[config.mk]
export PLATFORM = sky130hd
export DESIGN_NAME = mem_rr_arbiter_flat
export DESIGN_NICKNAME = d
export VERILOG_FILES = /design/src/rtl/mem_rr_arbiter_if.sv /design/src/rtl/mem_rr_arbiter.sv /design/src/flat_wrapper.sv
export SDC_FILE = /design/constraint.sdc
export NUM_CORES = 1
export LEC_CHECK = 0
export BUFFER_PORTS_ARGS = -buffer_cell sky130_fd_sc_hd__clkbuf_2
export CAP_MARGIN = 5
export CORE_AREA = 2 2 166 168
export DETAILED_ROUTE_END_ITERATION = 8
export DIE_AREA = 0 0 168 170
export SETUP_SLACK_MARGIN = 0.1
export SYNTH_ARGS = -nofsm -noshare
export SYNTH_HDL_FRONTEND = slang
export SYNTH_SLANG_ARGS = --single-unit
[constraint.sdc]
create_clock -name clk_i -period 3.1 [get_ports clk_i]
set_input_delay 0.93 -clock clk_i [delete_from_list [all_inputs] [get_ports clk_i]]
set_output_delay 0.93 -clock clk_i [all_outputs]
set_load 0.01 [all_outputs]
[src/rtl/mem_rr_arbiter_if.sv]
// mem_rr_arbiter_if: requester-side and memory-side bundle of mem_rr_arbiter.
// Ports: none; the slave modport is the arbiter, the master modport is its environment.
interface mem_rr_arbiter_if #(
    parameter int N_REQ  = 4,
    parameter int ADDR_W = 32,
    parameter int DATA_W = 32
);
    logic [N_REQ-1:0]          req_valid_i;
    logic [N_REQ-1:0]          req_ready_o;
    logic [N_REQ-1:0]          req_we_i;
    logic [N_REQ*ADDR_W-1:0]   req_addr_i;
    logic [N_REQ*DATA_W-1:0]   req_wdata_i;
    logic [N_REQ*DATA_W/8-1:0] req_wstrb_i;
    logic [N_REQ-1:0]          rsp_valid_o;
    logic [DATA_W-1:0]         rsp_rdata_o;
    logic                      rsp_err_o;
    logic                      mem_valid_o;
    logic                      mem_ready_i;
    logic                      mem_we_o;
    logic [ADDR_W-1:0]         mem_addr_o;
    logic [DATA_W-1:0]         mem_wdata_o;
    logic [DATA_W/8-1:0]       mem_wstrb_o;
    logic                      mem_rsp_valid_i;
    logic [DATA_W-1:0]         mem_rdata_i;
    logic                      mem_err_i;

    modport slave (
        input  req_valid_i, req_we_i, req_addr_i, req_wdata_i, req_wstrb_i,
        input  mem_ready_i, mem_rsp_valid_i, mem_rdata_i, mem_err_i,
        output req_ready_o, rsp_valid_o, rsp_rdata_o, rsp_err_o,
        output mem_valid_o, mem_we_o, mem_addr_o, mem_wdata_o, mem_wstrb_o
    );

    modport master (
        output req_valid_i, req_we_i, req_addr_i, req_wdata_i, req_wstrb_i,
        output mem_ready_i, mem_rsp_valid_i, mem_rdata_i, mem_err_i,
        input  req_ready_o, rsp_valid_o, rsp_rdata_o, rsp_err_o,
        input  mem_valid_o, mem_we_o, mem_addr_o, mem_wdata_o, mem_wstrb_o
    );
endinterface

[src/rtl/mem_rr_arbiter.sv]
// mem_rr_arbiter: round-robin share of one simple-memory port among N_REQ requesters.
// Ports: clk_i, reset_i (sync, active-high), bus (mem_rr_arbiter_if.slave).
module mem_rr_arbiter #(
    parameter int N_REQ   = 4,
    parameter int ADDR_W  = 32,
    parameter int DATA_W  = 32,
    parameter int TIMEOUT = 256
) (
    input  logic             clk_i,
    input  logic             reset_i,
    mem_rr_arbiter_if.slave  bus
);
    localparam int GW = (N_REQ > 1) ? $clog2(N_REQ) : 1;
    localparam int SW = DATA_W / 8;
    localparam int TW = (TIMEOUT > 1) ? $clog2(TIMEOUT) : 1;

    typedef enum logic [1:0] {IDLE, ISSUE, WAIT_RSP, RESP} state_t;

    state_t         state;
    logic [GW-1:0]  last_grant;
    logic [GW-1:0]  grant;
    logic [TW-1:0]  timer;

    logic           win_vld;
    logic [GW-1:0]  win_idx;
    logic [N_REQ-1:0] win_oh;
    logic           to_hit;
    int             cand;

    // Search starts just past the last served requester and wraps.
    always_comb begin
        win_vld = 1'b0;
        win_idx = '0;
        cand    = 0;
        for (int i = 1; i <= N_REQ; i++) begin
            cand = (int'(last_grant) + i) % N_REQ;
            if (!win_vld && bus.req_valid_i[GW'(cand)]) begin
                win_vld = 1'b1;
                win_idx = GW'(cand);
            end
        end
    end

    assign win_oh          = win_vld ? (N_REQ'(1) << win_idx) : '0;
    assign bus.req_ready_o = (state == IDLE) ? win_oh : '0;

    // TIMEOUT==0 leaves the timer running but never fires.
    assign to_hit = (TIMEOUT != 0) && (timer == TW'(TIMEOUT - 1));

    always_ff @(posedge clk_i) begin
        if (reset_i) begin
            state           <= IDLE;
            last_grant      <= GW'(N_REQ - 1);
            grant           <= '0;
            timer           <= '0;
            bus.mem_valid_o <= 1'b0;
            bus.mem_we_o    <= 1'b0;
            bus.mem_addr_o  <= '0;
            bus.mem_wdata_o <= '0;
            bus.mem_wstrb_o <= '0;
            bus.rsp_valid_o <= '0;
            bus.rsp_rdata_o <= '0;
            bus.rsp_err_o   <= 1'b0;
        end else begin
            bus.rsp_valid_o <= '0;
            unique case (state)
                IDLE: begin
                    if (win_vld) begin
                        grant           <= win_idx;
                        bus.mem_we_o    <= bus.req_we_i[win_idx];
                        bus.mem_addr_o  <= bus.req_addr_i[win_idx*ADDR_W +: ADDR_W];
                        bus.mem_wdata_o <= bus.req_wdata_i[win_idx*DATA_W +: DATA_W];
                        bus.mem_wstrb_o <= bus.req_wstrb_i[win_idx*SW +: SW];
                        bus.mem_valid_o <= 1'b1;
                        state           <= ISSUE;
                    end
                end
                ISSUE: begin
                    if (bus.mem_ready_i) begin
                        bus.mem_valid_o <= 1'b0;
                        if (bus.mem_rsp_valid_i) begin
                            bus.rsp_rdata_o <= bus.mem_rdata_i;
                            bus.rsp_err_o   <= bus.mem_err_i;
                            bus.rsp_valid_o <= N_REQ'(1) << grant;
                            state           <= RESP;
                        end else begin
                            timer <= '0;
                            state <= WAIT_RSP;
                        end
                    end
                end
                WAIT_RSP: begin
                    if (bus.mem_rsp_valid_i) begin
                        bus.rsp_rdata_o <= bus.mem_rdata_i;
                        bus.rsp_err_o   <= bus.mem_err_i;
                        bus.rsp_valid_o <= N_REQ'(1) << grant;
                        state           <= RESP;
                    end else if (to_hit) begin
                        bus.rsp_rdata_o <= '0;
                        bus.rsp_err_o   <= 1'b1;
                        bus.rsp_valid_o <= N_REQ'(1) << grant;
                        state           <= RESP;
                    end else begin
                        timer <= timer + 1'b1;
                    end
                end
                RESP: begin
                    last_grant <= grant;
                    state      <= IDLE;
                end
                default: state <= IDLE;
            endcase
        end
    end
endmodule

[src/flat_wrapper.sv]
// flat-port wrapper written by rule: the top's interface ports become plain ports
module mem_rr_arbiter_flat 
#(
    parameter int N_REQ   = 4,
    parameter int ADDR_W  = 32,
    parameter int DATA_W  = 32,
    parameter int TIMEOUT = 256
)
  (clk_i, reset_i, bus_req_valid_i, bus_req_we_i, bus_req_addr_i, bus_req_wdata_i, bus_req_wstrb_i, bus_mem_ready_i, bus_mem_rsp_valid_i, bus_mem_rdata_i, bus_mem_err_i, bus_req_ready_o, bus_rsp_valid_o, bus_rsp_rdata_o, bus_rsp_err_o, bus_mem_valid_o, bus_mem_we_o, bus_mem_addr_o, bus_mem_wdata_o, bus_mem_wstrb_o);
  mem_rr_arbiter_if #(.N_REQ(N_REQ), .ADDR_W(ADDR_W), .DATA_W(DATA_W)) bus_i ();
  input  logic clk_i;
  input  logic reset_i;
  input wire logic [$bits(bus_i.req_valid_i)-1:0] bus_req_valid_i;
  input wire logic [$bits(bus_i.req_we_i)-1:0] bus_req_we_i;
  input wire logic [$bits(bus_i.req_addr_i)-1:0] bus_req_addr_i;
  input wire logic [$bits(bus_i.req_wdata_i)-1:0] bus_req_wdata_i;
  input wire logic [$bits(bus_i.req_wstrb_i)-1:0] bus_req_wstrb_i;
  input wire logic [$bits(bus_i.mem_ready_i)-1:0] bus_mem_ready_i;
  input wire logic [$bits(bus_i.mem_rsp_valid_i)-1:0] bus_mem_rsp_valid_i;
  input wire logic [$bits(bus_i.mem_rdata_i)-1:0] bus_mem_rdata_i;
  input wire logic [$bits(bus_i.mem_err_i)-1:0] bus_mem_err_i;
  output wire logic [$bits(bus_i.req_ready_o)-1:0] bus_req_ready_o;
  output wire logic [$bits(bus_i.rsp_valid_o)-1:0] bus_rsp_valid_o;
  output wire logic [$bits(bus_i.rsp_rdata_o)-1:0] bus_rsp_rdata_o;
  output wire logic [$bits(bus_i.rsp_err_o)-1:0] bus_rsp_err_o;
  output wire logic [$bits(bus_i.mem_valid_o)-1:0] bus_mem_valid_o;
  output wire logic [$bits(bus_i.mem_we_o)-1:0] bus_mem_we_o;
  output wire logic [$bits(bus_i.mem_addr_o)-1:0] bus_mem_addr_o;
  output wire logic [$bits(bus_i.mem_wdata_o)-1:0] bus_mem_wdata_o;
  output wire logic [$bits(bus_i.mem_wstrb_o)-1:0] bus_mem_wstrb_o;
  assign bus_i.req_valid_i = bus_req_valid_i;
  assign bus_i.req_we_i = bus_req_we_i;
  assign bus_i.req_addr_i = bus_req_addr_i;
  assign bus_i.req_wdata_i = bus_req_wdata_i;
  assign bus_i.req_wstrb_i = bus_req_wstrb_i;
  assign bus_i.mem_ready_i = bus_mem_ready_i;
  assign bus_i.mem_rsp_valid_i = bus_mem_rsp_valid_i;
  assign bus_i.mem_rdata_i = bus_mem_rdata_i;
  assign bus_i.mem_err_i = bus_mem_err_i;
  assign bus_req_ready_o = bus_i.req_ready_o;
  assign bus_rsp_valid_o = bus_i.rsp_valid_o;
  assign bus_rsp_rdata_o = bus_i.rsp_rdata_o;
  assign bus_rsp_err_o = bus_i.rsp_err_o;
  assign bus_mem_valid_o = bus_i.mem_valid_o;
  assign bus_mem_we_o = bus_i.mem_we_o;
  assign bus_mem_addr_o = bus_i.mem_addr_o;
  assign bus_mem_wdata_o = bus_i.mem_wdata_o;
  assign bus_mem_wstrb_o = bus_i.mem_wstrb_o;
  mem_rr_arbiter #(.N_REQ(N_REQ), .ADDR_W(ADDR_W), .DATA_W(DATA_W), .TIMEOUT(TIMEOUT)) u_core (.clk_i(clk_i), .reset_i(reset_i), .bus(bus_i));
endmodule
==> flow_summary.yaml, run 1 <==
placement:
  place_congestion: 0.7678
  port_buffers: 427
  dp_hpwl_mm: 17.54
  postPlaceCellArea_um2: 8936
  place_ws_ns: -0.04416
  dp_cells: 1421
sta:
  finalHoldViolations: 0
  setup_viol: 0
  worst_pin_slew_ns: 0.6134
  rsz0062_at_grt: "true"
  finClkSkew_ns: 0.01591
  fmax_ghz: 0.3351
  max_slew_margin: 0.5911
  slew_viol_final: 0
  worst_slack_ns: 0.1159
  post-route-period-util: 0.9626
  final.min_clock_period_ns: 2.984
cts:
  clock-sinks: 121
  clk_pin_slew_worst_paths_ns: 0.06
  cts_tree: "built"
  htreeDepth: 4
  clockRootBuffer: "clkbuf_16"
  clk_latency_ns: 0.42
  cts_buffer_depth: 2
  cts_made_buffers: 17
yosys:
  syn_inst: 685
  synth_seq_area_share: 0.3743
  avgSynthCellArea_um2: 9.447
  yosys_warnings: 0
  ys_ff_latch: 121
  synthArstFlopShare: 0
  syn_area_um2: 6471
  synth-edff-count: 0
  synth_cell_types: 51
  synthFlopType: "dfxtp_1"
  synth_nets: 1008
pwr:
  vdd_drop_max_mv: 0.3168
  p_per_area_nw_per_um2: 778.9
  power_leakage_nw: 4.828
die:
  initial_core_util: 0.2428
  die_x_um: 168
  fp-row-count: 60
  io_pins: 428
  die_y_um: 170
  dieArea_um2: 28560
  coreArea_um2: 26650
route:
  drc: 0
  final_antenna_net_count: 0
  wl_per_cell_um: 15.93
  num_vias: 6646
  firstDrtPassIters: 4
  drtIter0Drc: 257
  totalWireLength_mm: 23.20
  via_per_inst: 4.561
status:
  status: "complete, no violations"
global_route:
  grt_first_pass_wirelength_mm: 35.38
  antenna_found_initial: 2
  grt_overflow: 0
  grt_pass1_vias: 6517
  grt_usage: 0.1576
  grt_max_degree: 72
setup_path:
  path_class: "input port to primary output"
  worstSetupStartpointType: "input port"
  required_ns: 2.17
  endpoint_kind: "primary output"
  arrival_ns: 2.05
  cp_max_fo: 6
cells_and_area:
  final_util: 0.3649
  fin_cells: 1457
  design_area_um2: 9724
  syn2layout_area_growth_pct: 50.27
  layout.nets: 1425
  layout-drive-gt1-share: 0.4816
  n_fill_cell: 2733
worst_hold_path:
  hold_path.class: "register to register"
flow_run:
  maxCapViolCount: 0
## critical path: stages
cell and delay [ns]:
buf_12 0.11, nor2_4 0.12, nor3_4 0.06, a211oi_4 0.36
nor3b_2 0.24, buf_4 0.14, buf_8 0.09
## cells by family (layout without fill, tap and decap cells)
family / after synthesis / after routing / share of synthesized area
other: 0 / 1 / 0
AND/OR/NAND/NOR: 196 / 196 / 0.1394
AO/OA/AOI/OAI: 124 / 124 / 0.1311
multiplexers: 169 / 169 / 0.2769
XOR/XNOR: 5 / 5 / 0.006768
adder cells (fa/ha/maj): 6 / 6 / 0.01160
flip-flops: 121 / 121 / 0.3743
buffers and inverters: 64 / 494 / 0.05994
## stage by stage
step                      power (mW)  setup TNS [ns]  hold WS [ns]
final                          7.575               0        0.4496
after global routing           8.097               0        0.4576
after CTS                      7.685               0        0.4516
after detailed placement       5.513        -0.06509        0.4413
after global placement         5.462        -0.07416        0.4352
after floorplan                4.307               0        0.4329
## final timing paths
path                                                 from                                       to  slack [ns]  depth (start not counted)
setup reg to reg        u_core.last_grant[0]$_SDFFE_PP1N_   u_core.bus.mem_wstrb_o[3]$_SDFFE_PP0P_        0.76                          9
hold / removal    u_core.bus.rsp_rdata_o[31]$_SDFFE_PP0P_  u_core.bus.rsp_rdata_o[31]$_SDFFE_PP0P_        0.45                          2
hold reg to reg   u_core.bus.rsp_rdata_o[31]$_SDFFE_PP0P_  u_core.bus.rsp_rdata_o[31]$_SDFFE_PP0P_        0.45                          2
setup / recovery                       bus_req_valid_i[1]                       bus_req_ready_o[0]        0.12                          7
## Yosys cell counts (all sizes together), types with 2 or more instances
master,instances,share of area
mux2i,143,0.22
dfxtp,121,0.37
nand2,87,0.050
nand3,62,0.050
o21ai,62,0.049
o221ai,43,0.058
buf,30,0.036
mux2,26,0.056
clkbuf,25,0.015
nor2,22,0.013
inv,7,0.0041
ha,6,0.012
a211oi,5,0.0066
nor3,5,0.0046
nand2b,4,0.0039
a21oi,3,0.0023
and2,3,0.0029
and3,3,0.0029
nor3b,3,0.0043
xor2,3,0.0041
bufbuf,2,0.0058
nor2b,2,0.0019
or3,2,0.0019
xnor2,2,0.0027
## power by group
| group | internal, mW | switching, mW |
|---|---|---|
| Clock | 1.22 | 0.850 |
| Sequential | 2.11 | 0.308 |
| Combinational | 1.36 | 1.72 |
## layout by cell type (no fill, tap or decap), types with 2 or more instances in the layout
| master | netlist | routed |
|---|---|---|
| clkbuf_2 | 0 | 420 |
| xnor2_1 | 2 | 2 |
| buf_12 | 3 | 4 |
| inv_8 | 0 | 4 |
| nor3b_2 | 1 | 2 |
| nand2_1 | 87 | 86 |
| nor3_4 | 0 | 2 |
| nor2_2 | 0 | 2 |
| dfxtp_1 | 121 | 121 |
| nor2_4 | 0 | 3 |
| o21ai_0 | 5 | 5 |
| xor2_1 | 3 | 3 |
| inv_6 | 0 | 5 |
| mux2_2 | 8 | 8 |
| a211oi_4 | 0 | 2 |
| nand3_1 | 61 | 61 |
| o221ai_1 | 43 | 43 |
| a21oi_1 | 3 | 2 |
| mux2i_1 | 143 | 143 |
| nor3_1 | 4 | 3 |
| and3_1 | 3 | 2 |
| bufinv_16 | 0 | 2 |
| a211oi_1 | 4 | 3 |
| nor2b_1 | 2 | 2 |
| inv_1 | 6 | 6 |
| and2_1 | 3 | 3 |
| mux2_4 | 18 | 18 |
| o21ai_1 | 55 | 54 |
| buf_4 | 8 | 23 |
| o21ai_2 | 2 | 3 |
| buf_8 | 1 | 4 |
| nand2b_4 | 0 | 3 |
| ha_1 | 6 | 6 |
| buf_6 | 1 | 4 |
| nor2_1 | 22 | 17 |
| clkinv_4 | 0 | 2 |
| clkbuf_16 | 0 | 17 |
## area by class of cell
class                      count  area (µm²)  share of cell area
sequential                   121        2422              0.2491
clock buffer                  17       425.4             0.04375
inverter                       7       26.28            0.002702
antenna                        1       2.502           0.0002573
clock inverter                15       178.9             0.01840
multi-input combinational    500        3782              0.3890
timing repair buffer         455        2460              0.2530
tap                          341       426.7             0.04388
## per-layer routing
layer,vias up,GRT usage,wire [µm]
met4,2,0.04461,249
met1,3048,0.1859,9526
met3,14,0.04395,1638
met5,-,0,13
li1,3339,-,-
met2,243,0.2796,11770
## sequential cells by signal, indices dropped and copies added, names as in the netlist
register and count:
u_core.bus.mem_wdata_o 32, u_core.last_grant 2, u_core.bus.rsp_err_o 1, u_core.bus.mem_we_o 1
u_core.bus.rsp_rdata_o 32, u_core.bus.rsp_valid_o 4, u_core.bus.mem_addr_o 32, u_core.state 2
u_core.bus.mem_wstrb_o 4, u_core.grant 2, u_core.timer 8, u_core.bus.mem_valid_o 1
## what timing repair did
item | 4_1_cts | 5_1_grt
hold buffers | 0 | 0
setup endpoints to repair | 4 | 4
buffers inserted | 3 | 1
pin swaps | 5 | 6
resized for setup | 19 | 20
cloned | 0 | 0
Note: power is estimated with default switching activity, not from simulation.
==> run 2, diff against run 1 <==
BUFFER_PORTS_ARGS = default   (was -buffer_cell sky130_fd_sc_hd__clkbuf_2)
DONT_BUFFER_PORTS = 1   (was default)
PLACE_DENSITY = 0.4   (was default)
==> run 2 against run 1 <==
Against the previous run: first-iteration DRC count decreased by 23%; via count decreased by 22%; core utilization decreased by 8.6 points; routed wire length decreased by 6.7%; worst setup slack improved by 0.096 ns; combinational power decreased by 35%; final cell count decreased by 30%; count of clock-buffer cells in the layout unchanged; clock skew decreased by 0.0054 ns; critical path type unchanged; largest cell class unchanged; highest routed layer is now met4.
==> flow_summary.yaml, run 2 (synthesis gave the netlist of run 1 again) <==
status:
  status: "complete, no violations"
pwr:
  power_leakage_nw: 2.946
  p_per_area_nw_per_um2: 923.9
  vdd_drop_max_mv: 0.3053
  power_mw: 6.860
global_route:
  grtUsageMet3: 0.05721
  grt_pass1_vias: 5104
  antenna_found_initial: 1
  grt_overflow: 0
  grt.busiest_layer: "met2"
  use_met2: 0.2643
  gr-usage-met1: 0.1459
  grt_usage: 0.1428
  grt_first_pass_wirelength_mm: 30.68
  grt_max_degree: 71
placement:
  place_congestion: 0.8022
  port_buffers: 0
  dp_hpwl_mm: 16.00
  dp_cells: 988
die:
  fp-row-count: 60
  coreArea_um2: 26650
  die_y_um: 170
  io_pins: 428
  dieArea_um2: 28560
  die_x_um: 168
  initial_core_util: 0.2428
setup_path:
  arrival_ns: 1.96
  required_ns: 2.17
  r2r-start: "u_core.last_grant[0]$_SDFFE_PP1N_"
  r2r_cells: 7
  path_class: "input port to primary output"
  r2r_slack_ns: 0.66
  cp_max_fo: 4
  r2r-end: "u_core.bus.mem_wdata_o[14]$_SDFFE_PP0P_"
  endpoint_kind: "primary output"
  worstSetupStartpointType: "input port"
route:
  num_vias: 5172
  drc: 0
  via_per_inst: 5.056
  final_antenna_net_count: 0
  totalWireLength_mm: 21.64
  firstDrtPassIters: 4
  drtIter0Drc: 197
  wl_per_cell_um: 21.15
sta:
  max_slew_margin: 0.5995
  fmax_ghz: 0.3462
  rsz0062_at_grt: "false"
  setup_viol: 0
  finalHoldViolations: 0
  finClkSkew_ns: 0.01055
  worst_pin_slew_ns: 0.5998
  final.min_clock_period_ns: 2.889
  slew_viol_final: 0
  post-route-period-util: 0.9318
cts:
  clock-sinks: 121
  cts_tree: "built"
  clockRootBuffer: "clkbuf_16"
  cts_made_buffers: 17
  clk_latency_ns: 0.42
  clk_pin_slew_worst_paths_ns: 0.07
  htreeDepth: 4
  cts_buffer_depth: 2
cells_and_area:
  largestRegisters: "u_core.bus.mem_addr_o: 32 flops, u_core.bus.mem_wdata_o: 32 flops, u_core.bus.rsp_rdata_o: 32 flops"
  final_common_cell: "mux2i_1"
  layout_common_cells: "mux2i_1, dfxtp_1, nand2_1"
  fin_cells: 1023
  n_fill_cell: 2786
  final_util: 0.2786
  syn2layout_area_growth_pct: 14.73
  layout-drive-gt1-share: 0.1380
  layout.nets: 991
worst_hold_path:
  min_to: "u_core.bus.rsp_rdata_o[12]$_SDFFE_PP0P_"
  hold_path.class: "register to register"
  hold_start: "u_core.bus.rsp_rdata_o[12]$_SDFFE_PP0P_"
  hold-path-cell-count: 2
flow_run:
  maxCapViolCount: 0
[run 2: worst max path at each step]
stage / from / to / cells past startpoint / slack, ns
global placement: bus_req_valid_i[3] / u_core.bus.mem_wdata_o[14]$_SDFFE_PP0P_ / 7 / 0.03
global route: bus_req_valid_i[0] / bus_req_ready_o[3] / 6 / 0.11
floorplan: bus_req_valid_i[3] / bus_req_ready_o[0] / 6 / 0.12
detailed placement: bus_req_valid_i[3] / u_core.bus.mem_wdata_o[14]$_SDFFE_PP0P_ / 7 / -0.01
CTS: bus_req_valid_i[0] / bus_req_ready_o[3] / 6 / 0.08
finish: bus_req_valid_i[0] / bus_req_ready_o[3] / 6 / 0.21
[run 2: what timing repair did]
action | CTS | global route
hold buffers | 0 | 0
resized for setup | 0 | 5
setup endpoints to repair | 3 | 4
gates cloned | 1 | 0
endpoints found under the hold margin | 0 | 0
pin swaps | 1 | 2
setup buffers | 0 | 1
[run 2: critical path, cell delays in order]
cell      delay [ns]
o21a_1          0.19
a211oi_4        0.32
buf_4           0.20
nand2_1         0.07
nor2_1          0.10
buf_4           0.14
[run 2: stage by stage]
stage               hold WS (ns)  TNS [ns]  worst slack (ns)  area, µm²
global placement          0.4882         0           0.03418       6765
detailed placement        0.4939  -0.01115          -0.01115       6765
global route              0.5161         0            0.1067       7425
CTS                       0.5027         0           0.08317       7391
floorplan                 0.4329         0            0.1209       6471
finish                    0.4954         0            0.2114       7425
[run 2: cell type report]
cell class | instances | area (µm²) | share of cell area
Antenna cell | 1 | 2.502 | 0.0003370
Clock buffer | 17 | 425.4 | 0.05730
Clock inverter | 15 | 167.7 | 0.02258
Inverter | 7 | 26.28 | 0.003539
Multi-Input combinational cell | 500 | 3720 | 0.5010
Sequential cell | 121 | 2424 | 0.3264
Tap cell | 341 | 426.7 | 0.05747
Timing Repair Buffer | 21 | 232.7 | 0.03134
[run 2: routing by layer]
metal,routed length [µm],share of wire
met5,0,0
met1,7935,0.37
met2,11240,0.52
met3,2000,0.092
met4,468,0.022
[run 2: power breakdown]
group / internal [mW] / switching, mW / total (mW)
logic: 0.860 / 1.13 / 1.99
registers: 2.12 / 0.701 / 2.82
clock network: 1.15 / 0.898 / 2.05
